`config.mk`:
```
export PLATFORM = sky130hd
export DESIGN_NAME = integ_dump
export DESIGN_NICKNAME = d
export VERILOG_FILES = /design/src/rtl/integ_dump_pkg.sv /design/src/rtl/integ_dump.sv
export SDC_FILE = /design/constraint.sdc
export NUM_CORES = 1
export LEC_CHECK = 0
export CORE_ASPECT_RATIO = 0.9
export CORE_MARGIN = 1
export CORE_UTILIZATION = 54
export CTS_CLUSTER_DIAMETER = 120
export CTS_CLUSTER_SIZE = 30
export DETAILED_ROUTE_END_ITERATION = 8
export GPL_TIMING_DRIVEN = 0
export PLACE_DENSITY = 0.8
export SYNTH_ARGS = -nofsm -noshare
export SYNTH_HDL_FRONTEND = slang
export SYNTH_SLANG_ARGS = --single-unit
export TNS_END_PERCENT = 5
```
`constraint.sdc`:
```
create_clock -name clock -period 2.9 [get_ports clock]
set_input_delay 0.58 -clock clock [delete_from_list [all_inputs] [get_ports clock]]
set_output_delay 0.58 -clock clock [all_outputs]
set_load 0.1 [all_outputs]
```
`src/rtl/integ_dump_pkg.sv`:
```
// integ_dump_pkg -- shared width constants for the integrate-and-dump path.
// integ_dump and the downstream integ_shifter both import these defaults, so
// their widths stay consistent. Only constants live here; there are no typedefs.
package integ_dump_pkg;

  // Default input sample width (two's complement).
  localparam int bw_default         = 16;

  // Default accumulator headroom. A dump can hold at most 2^8 samples.
  localparam int maxbitgain_default = 8;

  // Width of the rate port. The dump period is rate+1 samples.
  localparam int rate_w             = 8;

endpackage

```
`src/rtl/integ_dump.sv`:
```
// integ_dump -- integrate-and-dump decimator.
// Sums rate+1 strobed samples, sign-extended, into a wide accumulator. On the
// final sample of a period it dumps the full sum to signal_out and starts over.
//
// Ports
//   clock      : single clock; every register updates on the rising edge
//   reset      : synchronous, active-high; overrides enable and strobe_in
//   enable     : low holds the block cleared (acc/cnt zero, no strobe_out)
//   rate       : dump length minus one, read live on every strobe
//   strobe_in  : qualifies signal_in for one cycle
//   signal_in  : bw-bit signed sample
//   strobe_out : one-cycle pulse, one clock after the dumping strobe_in
//   signal_out : bw+maxbitgain-bit signed sum; held between dumps
module integ_dump
  import integ_dump_pkg::*;
#(
  parameter int bw         = bw_default,
  parameter int maxbitgain = maxbitgain_default
) (
  input  logic                           clock,
  input  logic                           reset,
  input  logic                           enable,
  input  logic [rate_w-1:0]              rate,
  input  logic                           strobe_in,
  input  logic signed [bw-1:0]           signal_in,
  output logic                           strobe_out,
  output logic signed [bw+maxbitgain-1:0] signal_out
);

  localparam int aw = bw + maxbitgain;

  logic signed [aw-1:0]     acc;
  logic        [rate_w-1:0] cnt;
  logic signed [aw-1:0]     sample_ext;
  logic signed [aw-1:0]     sum;
  logic                     dump;

  // maxbitgain bits of headroom cover 2^maxbitgain full-scale samples, so this
  // sum cannot wrap. No saturation logic is needed.
  assign sample_ext = {{maxbitgain{signal_in[bw-1]}}, signal_in};
  assign sum        = acc + sample_ext;

  // Compare with >= rather than ==. If rate is lowered below cnt mid-period,
  // the next strobe dumps at once instead of wrapping through 255.
  assign dump       = (cnt >= rate);

  always_ff @(posedge clock) begin
    if (reset) begin
      acc        <= '0;
      cnt        <= '0;
      signal_out <= '0;
      strobe_out <= 1'b0;
    end else if (!enable) begin
      // Drop any strobe that arrives while disabled. signal_out keeps the
      // last dump.
      acc        <= '0;
      cnt        <= '0;
      strobe_out <= 1'b0;
    end else begin
      strobe_out <= 1'b0;
      if (strobe_in) begin
        if (dump) begin
          signal_out <= sum;
          acc        <= '0;
          cnt        <= '0;
          strobe_out <= 1'b1;
        end else begin
          acc        <= sum;
          cnt        <= cnt + 1'b1;
        end
      end
    end
  end

endmodule

```
* After elaboration in Yosys (flattened, before gate mapping)
Cells that the tools add are included.
** Storage, ports and cells
- Register bits after elaboration :: 57
- Bits in latches :: 0
- Memory bits (writable) :: 0
- Memory bits (read-only) :: 0
- Bits of input ports :: 28
- Output and inout port bits :: 25
- Word-level logic and storage cells :: 15
- Memories :: 0
** Operators by class
- $add $sub $neg :: 2
- $mul :: 0
- Div/mod/pow operators :: 0
- Order comparisons :: 1
- Equal/unequal tests :: 0
- Shift operators :: 0
- Muxes and demuxes :: 3
- Bitwise gates (word level) :: 2
- Reduce and logical (&&, ||, !) cells :: 3
** Operator list (count)
- adder 24 x 16 -> 24 bit :: 1
- two-way mux 24 bit :: 1
- adder 8 x 1 -> 8 bit (second input constant) :: 1
- greater-or-equal comparator 8 bit :: 1
- two-way mux 8 bit :: 1
- AND reduction 3 bit :: 1
- OR reduction 3 bit :: 1
- NOT 1 bit :: 2
- OR reduction 2 bit :: 1
- two-way mux 1 bit :: 1

* Longest topological paths before layout
- Word-level depth :: 2
- Mapped depth :: 12
- Depth with buffers taken out :: 10

* Least setup slack after synthesis
OpenSTA, ideal clock, no wires.
- Path kind :: in2reg
- Start point :: in signal_in[0]
- End point :: reg signal_out[22]
- Library setup time :: 122 ps
- Data arrival time :: 2567 ps
- Required time :: 2778 ps
- Slack :: 211 ps
- Cell stages on the path :: 10
- Path buffers :: 0
- Cells stage by stage :: ha_1 fa_1 a21oi_1 nor2_1 o311ai_1 nand3_1 nand2_1 o21ai_1 nor4b_1 a311o_1
** On the way
- Longest elaborated chain between the ends :: 1
** Ends and longest elaborated chain
- from (decl) :: line integ_dump.sv:25 : input logic signed [bw-1:0] signal_in,
- adder 24 x 16 -> 24 bit :: line integ_dump.sv:41 : assign sum = acc + sample_ext;
- to (signal assigned) :: line integ_dump.sv:63 : signal_out <= sum;
- to (decl) :: line integ_dump.sv:27 : output logic signed [bw+maxbitgain-1:0] signal_out
Every way passes these cells.
A chain may end at the register's enable or synchronous reset.

* Worst setup path in the final report
Same ends and word-level chain as after synthesis.

==> impl_metrics.py <==
metrics = {
    "setup_path": {
        "cp_max_fo": 3,
        "reg2reg_from": "cnt[0]$_SDFFE_PP0P_",
        "cp-end-kind": "flop",
        "cp_data_arrival_time_ps": 3140,
        "critical_path_class": "in2reg",
        "cp-start-kind": "input port",
        "crit_required_ps": 3150,
        "startpoint": "signal_in[0]",
    },
    "grt": {
        "grt_max_degree": 13,
        "antenna_found_initial": 0,
        "first_global_vias": 2992,
        "track_usage": 0.286,
        "grt_pass1_wl_um": 14600,
        "grt_remaining_overflow": 0,
    },
    "place": {
        "dpl.hpwl_um": 6750,
        "gp_congestion": 0.911,
        "dpl-instance-area_um2": 4030,
        "place_inst": 560,
        "portBuffers": 50,
    },
    "routing": {
        "vias": 3336,
        "drcViolationCount": 0,
        "wirelength_um": 9070,
        "first_iter_violations": 221,
        "drtPass1Iterations": 7,
        "wire_per_inst_um": 15.7,
        "ant_nets": 0,
        "viasPerCell": 5.77,
    },
    "synth": {
        "synth_edf_count": 0,
        "seq_area_frac_synth": 0.333,
        "synth_nets": 484,
        "yosysUniqueCellTypes": 49,
        "yosysWarnings": 0,
        "postSynthCellCount": 423,
        "synthArstFlopShare": 0,
        "ys_seq_elements": 57,
        "synth_area_um2": 3420,
        "synth_ff_type": "dfxtp_1",
        "avgSynthCellArea_um2": 8.09,
    },
    "sta": {
        "finClkSkew_ps": 13.9,
        "slew_violations": 0,
        "finalCritPeriodShare": 0.997,
        "post-route-min-period_ps": 2890,
        "tightest_slew_ps": 1010,
        "rsz0062_at_grt": "yes",
        "finalHoldViolCount": 0,
        "setup_viol": 0,
        "slew_headroom": 0.327,
        "whs_ps": 453,
        "fmax_mhz": 346,
    },
    "floorplan": {
        "dieArea_um2": 6660,
        "die_width_um": 85.9,
        "start_util": 0.560,
        "rows": 27,
        "io_pins": 53,
        "die_h_um": 77.5,
        "core_area_um2": 6110,
    },
    "power_and_ir_drop": {
        "peakVddDrop_mv": 0.326,
        "powerDensity_nw_per_um2": 446,
        "leakagePower_uw": 0.00176,
    },
    "finish": {
        "stdcell_count": 578,
        "fin_area_um2": 4280,
        "nNetsFinal": 547,
        "n_fill_cell": 513,
        "syn2layout_area_growth_pct": 25.1,
        "layout-drive-gt1-share": 0.0876,
        "num_antenna_cells": 0,
    },
    "worst_hold_path": {
        "holdCritStartpoint": "signal_out[16]$_SDFFE_PP0P_",
        "hold_path.class": "reg2reg",
    },
    "run": {
        "cap_violations": 0,
    },
    "clock_tree": {
        "cts_tree": "built",
        "cts_sinks": 57,
        "cts_buffers": 9,
        "htreeDepth": 3,
        "cts.clk_slew.worst_paths_ps": 80,
        "cts_buffer_depth": 2,
        "clk_latency_ps": 360,
        "cts_root_buf": "clkbuf_8",
        "hold_buffers": 0,
    },
    "run_status": {
        "status": "complete, no violations",
    },
}
[state kept, by name (all words and copies together) (netlist names)]
name	count
acc	24
signal_out	24
cnt	8
strobe_out	1
[report_power, final]
group | leakage [uW] | internal (uW) | total, uW | switching (uW)
Combinational | 0.00120 | 154 | 360 | 205
Clock | 0.0000998 | 392 | 728 | 336
Sequential | 0.000462 | 805 | 821 | 15.6
[synthesized netlist by cell type, drive strengths merged, types with 2 or more instances]
library cell | number | share of area
o31ai | 2 | 0.0059
inv | 15 | 0.016
nand4 | 7 | 0.013
xor2 | 8 | 0.020
nand2b | 4 | 0.0073
a21oi | 45 | 0.067
nor2 | 38 | 0.042
dfxtp | 57 | 0.33
buf | 4 | 0.0066
nor2b | 8 | 0.015
o21ai | 18 | 0.027
a22o | 4 | 0.010
and3 | 4 | 0.0073
clkbuf | 15 | 0.017
a211oi | 9 | 0.024
nor3 | 5 | 0.0073
o211ai | 2 | 0.0044
a31oi | 2 | 0.0037
or3 | 3 | 0.0055
a22oi | 4 | 0.0088
a311o | 2 | 0.0059
or2 | 2 | 0.0037
and2 | 2 | 0.0044
o21a | 5 | 0.011
xnor2 | 19 | 0.049
ha | 32 | 0.12
nand2 | 55 | 0.060
o21bai | 4 | 0.0088
nor4b | 3 | 0.0077
nand3 | 21 | 0.031
a21o | 14 | 0.031
[repair_timing]
item,CTS,global route
setup endpoints to repair,29,28
resized for setup,6,10
pin swaps,1,4
setup buffers,0,2
[cell usage in the layout, fill, tap and decap left out, types with 3 or more instances in the layout]
cell,netlist,routed
nand2b_1,4,4
xnor2_1,19,19
and3_1,4,4
a21oi_1,44,42
a211oi_2,3,3
nor2_1,38,37
a211oi_1,6,6
dfxtp_1,57,57
inv_1,15,15
or3_1,3,3
o21ai_1,5,4
nand2_1,55,54
clkbuf_1,14,14
o21a_1,5,5
a22oi_1,4,4
clkbuf_8,0,9
clkdlybuf4s50_1,0,49
clkinv_2,0,4
o21ai_0,12,12
a21o_1,14,14
o21bai_1,4,4
nand4_1,7,7
a22o_1,4,4
xor2_1,8,8
nand3_1,21,21
buf_4,1,3
nor2b_1,8,8
a21oi_2,1,3
nor3_1,5,4
ha_1,32,31
[stage by stage]
step / setup TNS (ps) / total power, uW / util / worst slack [ps]
after floorplan: 0 / 1080 / - / 211
after global placement: -13560 / 1170 / 0.659 / -616
after detailed placement: -16000 / 1180 / 0.659 / -695
after CTS: -49.9 / 1910 / 0.693 / -37.5
after global routing: -757 / 1980 / 0.700 / -99.9
final: 0 / 1910 / 0.700 / 8.08
[critical path, stage by stage]
cell and delay [ps]:
clkdlybuf4s50_1 410, ha_2 210, fa_2 360, a21oi_2 200, nor2_1 100, o311ai_2 400
nand3_1 150, nand2_2 140, o21ai_2 100, nor4b_1 150, a311o_1 330
[worst paths after layout]
kind,endpoint,slack (ps),cells after the start
setup / recovery,signal_out[22]$_SDFFE_PP0P_,8,11
setup reg to reg,signal_out[8]$_SDFFE_PP0P_,190,11
hold reg to reg,signal_out[16]$_SDFFE_PP0P_,450,2
hold / removal,signal_out[16]$_SDFFE_PP0P_,450,2
[layer usage]
layer | vias to the layer above | wire length, um | part of all wire | track usage
met4 | 0 | 159 | 0.018 | 0.0933
met3 | 15 | 689 | 0.076 | 0.0723
met5 | - | 0 | 0 | 0
li1 | 1628 | - | - | -
met1 | 1547 | 4240 | 0.47 | 0.399
met2 | 146 | 3980 | 0.44 | 0.428
[layout make-up]
class	count	area [um^2]	area share
tap	87	109	0.0254
clock inverter	6	58.8	0.0137
sequential	57	1140	0.267
buffer	19	83.8	0.0196
timing repair buffer	52	514	0.120
inverter	15	56.3	0.0132
multi-input combinational	332	2190	0.512
clock buffer	10	128	0.0298
[cells by family after synthesis]
group | Yosys count | synth area share
and+or+nand+nor | 153 | 0.206
AOI/OAI and AO/OA | 119 | 0.229
DFF | 57 | 0.333
buffers and inverters | 34 | 0.0399
adders and majority gates | 33 | 0.123
xor gates and xnor gates | 27 | 0.0691
Power figures use the tool's default switching activity.
